<file path="config.mk">
export PLATFORM = sky130hd
export DESIGN_NAME = uart_rx
export DESIGN_NICKNAME = d
export VERILOG_FILES = /design/src/rtl/uart_rx_pkg.sv /design/src/rtl/uart_rx_fsm.sv /design/src/rtl/uart_rx.sv
export SDC_FILE = /design/constraint.sdc
export NUM_CORES = 1
export LEC_CHECK = 0
export CORE_ASPECT_RATIO = 1.25
export CORE_MARGIN = 4
export CORE_UTILIZATION = 52
export DETAILED_ROUTE_END_ITERATION = 16
export PLACE_DENSITY = 0.8
export SLEW_MARGIN = 15
export SYNTH_ARGS = -nofsm -noshare
export SYNTH_HDL_FRONTEND = slang
export SYNTH_HIERARCHICAL = 1
export SYNTH_SLANG_ARGS = --single-unit
</file>
<file path="constraint.sdc">
create_clock -name i_Clock -period 1.8 [get_ports i_Clock]
set_clock_uncertainty 0.1 [all_clocks]
set_input_delay 0.18 -clock i_Clock [delete_from_list [all_inputs] [get_ports i_Clock]]
set_output_delay 0.18 -clock i_Clock [all_outputs]
set_load 0.01 [all_outputs]
</file>
<file path="src/rtl/uart_rx_pkg.sv">
// UART receiver shared definitions: state encoding and datapath widths.
package uart_rx_pkg;

  // Same encoding as the matching transmitter
  typedef enum logic [2:0] {
    IDLE         = 3'b000,
    RX_START_BIT = 3'b001,
    RX_DATA_BITS = 3'b010,
    RX_STOP_BIT  = 3'b011,
    CLEANUP      = 3'b100
  } state_t;

  localparam int unsigned CNT_W = 16;
  localparam int unsigned IDX_W = 3;

endpackage

</file>
<file path="src/rtl/uart_rx_fsm.sv">
// UART receiver next-state logic plus the N-bit equality comparator used
// to decode the current state.
module Comparator_N_bits #(
  parameter int unsigned N = 3
) (
  input  logic [N-1:0] i_A,
  input  logic [N-1:0] i_B,
  output logic         o_Eq
);

  // Bitwise equality reduced to a single match flag
  always_comb begin
    o_Eq = &(~(i_A ^ i_B));
  end

endmodule

module uart_rx_fsm
  import uart_rx_pkg::*;
#(
  parameter int unsigned CLKS_PER_BIT = 5208
) (
  input  logic             i_Clock,
  input  logic             i_Enable,
  input  logic             i_Rx_Line,
  input  state_t           i_Current_State,
  input  logic [CNT_W-1:0] i_Clock_Count,
  input  logic [IDX_W-1:0] i_Bit_Index,
  output state_t           o_Next_State
);

  localparam logic [CNT_W-1:0] MID_CNT  = CNT_W'((CLKS_PER_BIT - 1) / 2);
  localparam logic [CNT_W-1:0] LAST_CNT = CNT_W'(CLKS_PER_BIT - 1);

  logic is_idle;
  logic is_start;
  logic is_data;
  logic is_stop;
  logic is_cleanup;
  logic at_mid;
  logic at_last;
  logic last_bit;

  Comparator_N_bits #(.N(3)) u_cmp_idle (
    .i_A(i_Current_State), .i_B(IDLE), .o_Eq(is_idle)
  );
  Comparator_N_bits #(.N(3)) u_cmp_start (
    .i_A(i_Current_State), .i_B(RX_START_BIT), .o_Eq(is_start)
  );
  Comparator_N_bits #(.N(3)) u_cmp_data (
    .i_A(i_Current_State), .i_B(RX_DATA_BITS), .o_Eq(is_data)
  );
  Comparator_N_bits #(.N(3)) u_cmp_stop (
    .i_A(i_Current_State), .i_B(RX_STOP_BIT), .o_Eq(is_stop)
  );
  Comparator_N_bits #(.N(3)) u_cmp_cleanup (
    .i_A(i_Current_State), .i_B(CLEANUP), .o_Eq(is_cleanup)
  );

  // Counter/index milestones that drive the transitions
  always_comb begin
    at_mid   = (i_Clock_Count == MID_CNT);
    at_last  = (i_Clock_Count == LAST_CNT);
    last_bit = (i_Bit_Index == IDX_W'(7));
  end

  // Next-state selection; disable forces IDLE from any state
  always_comb begin
    o_Next_State = i_Current_State;
    if (!i_Enable) begin
      o_Next_State = IDLE;
    end else if (is_idle) begin
      if (!i_Rx_Line) o_Next_State = RX_START_BIT;
    end else if (is_start) begin
      if (at_mid) o_Next_State = i_Rx_Line ? IDLE : RX_DATA_BITS;
    end else if (is_data) begin
      if (at_last && last_bit) o_Next_State = RX_STOP_BIT;
    end else if (is_stop) begin
      if (at_last) o_Next_State = CLEANUP;
    end else if (is_cleanup) begin
      o_Next_State = IDLE;
    end else begin
      o_Next_State = IDLE;
    end
  end

  // Bit timer must never run past the last cycle of a bit
  a_count_bounded: assert property (@(posedge i_Clock) i_Clock_Count <= LAST_CNT);

endmodule

</file>
<file path="src/rtl/uart_rx.sv">
// UART 8N1 receiver, LSB first, idle-high line.
// Define UART_RX_SYNC_EN to insert a 2-flop synchronizer ahead of the
// line sampling flop (adds 2 cycles of detection latency).
module uart_rx
  import uart_rx_pkg::*;
#(
  parameter int unsigned CLKS_PER_BIT = 5208
) (
  input  logic       i_Clock,
  input  logic       i_Reset,
  input  logic       i_Enable,
  input  logic       i_Rx_Serial,
  output logic       o_Rx_DV,
  output logic [7:0] o_Rx_Byte,
  output logic       o_Rx_Busy,
  output logic       o_Frame_Err
);

  localparam logic [CNT_W-1:0] MID_CNT  = CNT_W'((CLKS_PER_BIT - 1) / 2);
  localparam logic [CNT_W-1:0] LAST_CNT = CNT_W'(CLKS_PER_BIT - 1);

  state_t           state_q, state_d;
  logic [CNT_W-1:0] clock_count_q, clock_count_d;
  logic [IDX_W-1:0] bit_index_q, bit_index_d;
  logic [7:0]       rx_byte_q, rx_byte_d;
  logic             rx_dv_q, rx_dv_d;
  logic             frame_err_q, frame_err_d;
  logic             rx_q, rx_d;
  logic             line_in;

`ifdef UART_RX_SYNC_EN
  logic [1:0] sync_q, sync_d;

  // Two-stage shift toward the sampling flop
  always_comb begin
    sync_d = {sync_q[0], i_Rx_Serial};
  end

  // Synchronizer flops idle high like the line
  always_ff @(posedge i_Clock) begin
    if (i_Reset) sync_q <= '1;
    else         sync_q <= sync_d;
  end

  always_comb begin
    line_in = sync_q[1];
  end
`else
  // Line feeds the sampling flop directly
  always_comb begin
    line_in = i_Rx_Serial;
  end
`endif

  // Sampling flop input
  always_comb begin
    rx_d = line_in;
  end

  // Registered line sample, idle high after reset
  always_ff @(posedge i_Clock) begin
    if (i_Reset) rx_q <= 1'b1;
    else         rx_q <= rx_d;
  end

  uart_rx_fsm #(.CLKS_PER_BIT(CLKS_PER_BIT)) u_fsm (
    .i_Clock        (i_Clock),
    .i_Enable       (i_Enable),
    .i_Rx_Line      (rx_q),
    .i_Current_State(state_q),
    .i_Clock_Count  (clock_count_q),
    .i_Bit_Index    (bit_index_q),
    .o_Next_State   (state_d)
  );

  // State register; reset overrides every transition
  always_ff @(posedge i_Clock) begin
    if (i_Reset) state_q <= IDLE;
    else         state_q <= state_d;
  end

  // Bit timer, bit index, shift register and one-cycle result pulses
  always_comb begin
    clock_count_d = clock_count_q;
    bit_index_d   = bit_index_q;
    rx_byte_d     = rx_byte_q;
    rx_dv_d       = 1'b0;
    frame_err_d   = 1'b0;
    if (!i_Enable) begin
      clock_count_d = '0;
      bit_index_d   = '0;
    end else begin
      case (state_q)
        IDLE: begin
          clock_count_d = '0;
          bit_index_d   = '0;
        end
        RX_START_BIT: begin
          if (clock_count_q == MID_CNT) begin
            clock_count_d = '0;
            bit_index_d   = '0;
          end else begin
            clock_count_d = clock_count_q + CNT_W'(1);
          end
        end
        RX_DATA_BITS: begin
          if (clock_count_q == LAST_CNT) begin
            clock_count_d          = '0;
            rx_byte_d[bit_index_q] = rx_q;
            // index 7 wraps to 0 as the frame moves to the stop bit
            bit_index_d            = bit_index_q + IDX_W'(1);
          end else begin
            clock_count_d = clock_count_q + CNT_W'(1);
          end
        end
        RX_STOP_BIT: begin
          if (clock_count_q == LAST_CNT) begin
            clock_count_d = '0;
            rx_dv_d       = rx_q;
            frame_err_d   = ~rx_q;
          end else begin
            clock_count_d = clock_count_q + CNT_W'(1);
          end
        end
        default: begin
          clock_count_d = '0;
          bit_index_d   = '0;
        end
      endcase
    end
  end

  // Datapath registers; pulses land in the CLEANUP cycle
  always_ff @(posedge i_Clock) begin
    if (i_Reset) begin
      clock_count_q <= '0;
      bit_index_q   <= '0;
      rx_byte_q     <= '0;
      rx_dv_q       <= 1'b0;
      frame_err_q   <= 1'b0;
    end else begin
      clock_count_q <= clock_count_d;
      bit_index_q   <= bit_index_d;
      rx_byte_q     <= rx_byte_d;
      rx_dv_q       <= rx_dv_d;
      frame_err_q   <= frame_err_d;
    end
  end

  // Output decode
  always_comb begin
    o_Rx_Busy   = (state_q != IDLE);
    o_Rx_DV     = rx_dv_q;
    o_Frame_Err = frame_err_q;
    o_Rx_Byte   = rx_byte_q;
  end

endmodule

</file>
==> results.json <==
{
  "drc": 0,
  "synthArstFlopShare_pct": 0,
  "p_leak_nw": 1.02,
  "drv_cap": 0,
  "cts-root-buf": "clkbuf_8",
  "grt_pass1_vias": 2006,
  "yosys-top-cells-area": "dfxtp_1, xor2_1, xnor2_1",
  "die_area_mm2": 0.00496,
  "path_clk_slew_ns": 0.07,
  "arrival_ns": 2.15,
  "cp_max_fo": 4,
  "clkLatencyLatePin_ns": 0.30,
  "antenna_cells": 0,
  "synth_top_flop_cell": "dfxtp_1",
  "startpoint_type": "flop",
  "hold_class": "in2reg",
  "ant_nets": 0,
  "grt-ovfl-total": 0,
  "grt_use_total_pct": 23.2,
  "placed_area_mm2": 0.00249,
  "wl_per_cell_um": 15.9,
  "violations": "negative setup slack",
  "die_h_um": 77.7,
  "crit_chain": "or4_4, nor3_4, a21oi_1, o311ai_1, o221ai_1, nor2b_1",
  "fin_nets": 308,
  "post-dp-hpwl_um": 3440,
  "routed_wl_um": 5450,
  "tritoncts": "built",
  "hold_violations": 0,
  "yosysWarningCount": 6,
  "timing.final.ws_setup_ns": -0.266,
  "peakVddDrop_uv": 426,
  "final_cells": 343,
  "power.total_mw": 1.36,
  "finalCritPeriodShare_pct": 115,
  "htreeDepth": 2,
  "syn_to_final_growth_pct": 40.5,
  "ys_seq_area_share_pct": 32.7,
  "ios": 15,
  "syn_area_mm2": 0.00202,
  "synth-seq-cells": 33,
  "power.density_mw_per_mm2": 477,
  "synth_cells": 229,
  "cts_buffers": 5,
  "die_w_um": 63.8,
  "outcome": "complete, but fails checks",
  "antenna_found_initial": 0,
  "grt_pass1_wl_um": 9060,
  "max_freq_ghz": 0.484,
  "critPathKind": "reg2reg",
  "setup_viol": 24,
  "start_util_pct": 53.9,
  "clk_path_buf_depth": 2,
  "core_mm2": 0.00375,
  "row_count": 25,
  "viasPerCell": 5.87,
  "dp.cells": 323,
  "finalMaxSlewViolations": 0,
  "fin_crit_ns": 2.07,
  "crit_required_ns": 1.88,
  "drt-initial-drc-count": 143,
  "fin_area_mm2": 0.00284,
  "clkSinkCount": 33,
  "layout-drive-gt1-share_pct": 34.7,
  "num_vias": 2013,
  "routabilityCongestion": 0.802,
  "rsz0062_at_grt": "true",
  "port_buffers": 14,
  "cpPeakStageDelay_ns": 0.55,
  "slowest_stage": "or4_4",
  "dr.pass1.iters": 4,
  "synth-edff-count": 0,
  "synth_cell_types": 54,
  "yosysTopAreaCellShare_pct": 32.7,
  "grt_max_degree": 13,
  "end_kind": "flop",
  "avgSynthCellArea_um2": 8.83,
  "synth_area_leader_cell": "dfxtp_1"
}
routing by layer:
layer,GRT usage [%],up-vias,routed length (µm)
met2,42.1,51,2970
li1,-,977,-
met3,5.93,17,173
met5,0,-,0
met1,23.7,968,2150
met4,13.0,0,157
per-stage QoR:
step	TNS [ns]	hold slack (ns)	util, %	worst slack, ns
global route	-5.52	0.360	75.7	-0.314
global placement	-0.859	0.356	66.2	-0.129
CTS	-2.33	0.357	73.6	-0.189
detailed placement	-2.18	0.365	66.2	-0.179
finish	-2.27	0.356	75.7	-0.266
floorplan	-0.191	0.152	-	-0.0782
worst max-delay path: cells and delay by family, from the launching register on:
family / cells / cell delay [ns]
compound gates: 3 / 0.59
flops: 1 / 0.32
simple gates: 3 / 0.96
synth_stat cells, types with 2 or more instances:
| library cell | count |
|---|---|
| o221ai_1 | 2 |
| ha_1 | 2 |
| or3_2 | 2 |
| and3b_1 | 2 |
| conb_1 | 2 |
| nand3_1 | 9 |
| o211ai_1 | 4 |
| nor2_1 | 20 |
| or3_1 | 7 |
| a21oi_1 | 9 |
| nand4_1 | 7 |
| and4bb_2 | 3 |
| and4_2 | 2 |
| nor4b_4 | 2 |
| nand2_1 | 19 |
| or4_1 | 3 |
| inv_1 | 7 |
| dfxtp_1 | 33 |
| xnor2_1 | 10 |
| nor2b_1 | 7 |
| nor3b_1 | 5 |
| nor4bb_1 | 3 |
| nor4_1 | 4 |
| and2_1 | 2 |
| nor3_1 | 7 |
| nor3_2 | 4 |
| o21ai_0 | 8 |
| xor2_1 | 16 |
| a211oi_1 | 2 |
| buf_6 | 2 |
logic make-up (layout without fill, tap and decap cells):
logic type / Yosys count / count (layout) / share of synthesized area (%)
AO/OA/AOI/OAI: 32 / 32 / 10.4
XOR/XNOR: 26 / 26 / 11.3
adder cells (fa/ha/maj): 2 / 2 / 1.24
buffers and inverters: 12 / 75 / 3.71
flip-flops: 33 / 33 / 32.7
other: 2 / 12 / 0.371
AND/OR/NAND/NOR: 122 / 123 / 40.3
sequential cells by signal, indices dropped and copies added (netlist names):
register	cells
clock_count_q	16
bit_index_q	3
state_q	3
rx_q	1
o_Rx_DV	1
o_Frame_Err	1
o_Rx_Byte	8
placed cells by master, fill, tap and decap left out, types with 3 or more instances in the layout:
cell	n
inv_1	7
nor2b_1	7
or3_1	7
clkbuf_8	5
xnor2_1	10
nor2_4	10
nor3_2	4
buf_4	39
buf_6	5
xor2_1	16
a21oi_1	9
o21ai_0	8
nor3_1	7
nor2_2	4
nor3b_1	4
nor4_1	4
nand4_4	3
dfxtp_2	8
nand4_1	7
nor2_1	6
nand2_1	19
conb_1	12
nand3_1	9
clkdlybuf4s50_1	14
dfxtp_1	25
o211ai_1	4
timing repair:
| item | 4_1_cts | 5_1_grt |
|---|---|---|
| resized for setup | 27 | 17 |
| gates cloned | 2 | 0 |
| pin swaps | 21 | 10 |
| hold buffers | 0 | 0 |
| buffers inserted | 6 | 5 |
| endpoints found under the setup margin | 30 | 31 |
worst paths after layout:
check	slack, ns	cells past startpoint	endpoint	startpoint
max reg2reg	-0.27	6	state_q[1]$_SDFF_PP0_	clock_count_q[15]$_SDFF_PP0_
min reg2reg	0.38	2	o_Rx_Byte[5]$_SDFFE_PP0P_	o_Rx_Byte[5]$_SDFFE_PP0P_
max	-0.27	6	state_q[1]$_SDFF_PP0_	clock_count_q[15]$_SDFF_PP0_
min	0.36	2	rx_q$_SDFF_PP1_	i_Rx_Serial
cell type report:
| type | instances | area (µm²) |
|---|---|---|
| Multi-Input combinational cell | 195 | 1470 |
| Fill cell | 265 | 912 |
| Sequential cell | 33 | 671 |
| Timing Repair Buffer | 60 | 534 |
| Clock buffer | 5 | 68.8 |
| Tap cell | 40 | 50.0 |
| Inverter | 7 | 26.3 |
| Clock inverter | 3 | 17.5 |
where the power goes:
part	switching [mW]	internal (mW)	total, mW
Combinational	0.0386	0.0323	0.0709
Clock	0.286	0.267	0.552
Sequential	0.00216	0.731	0.733
Total	0.327	1.03	1.36
Power figures use the tool's default switching activity.
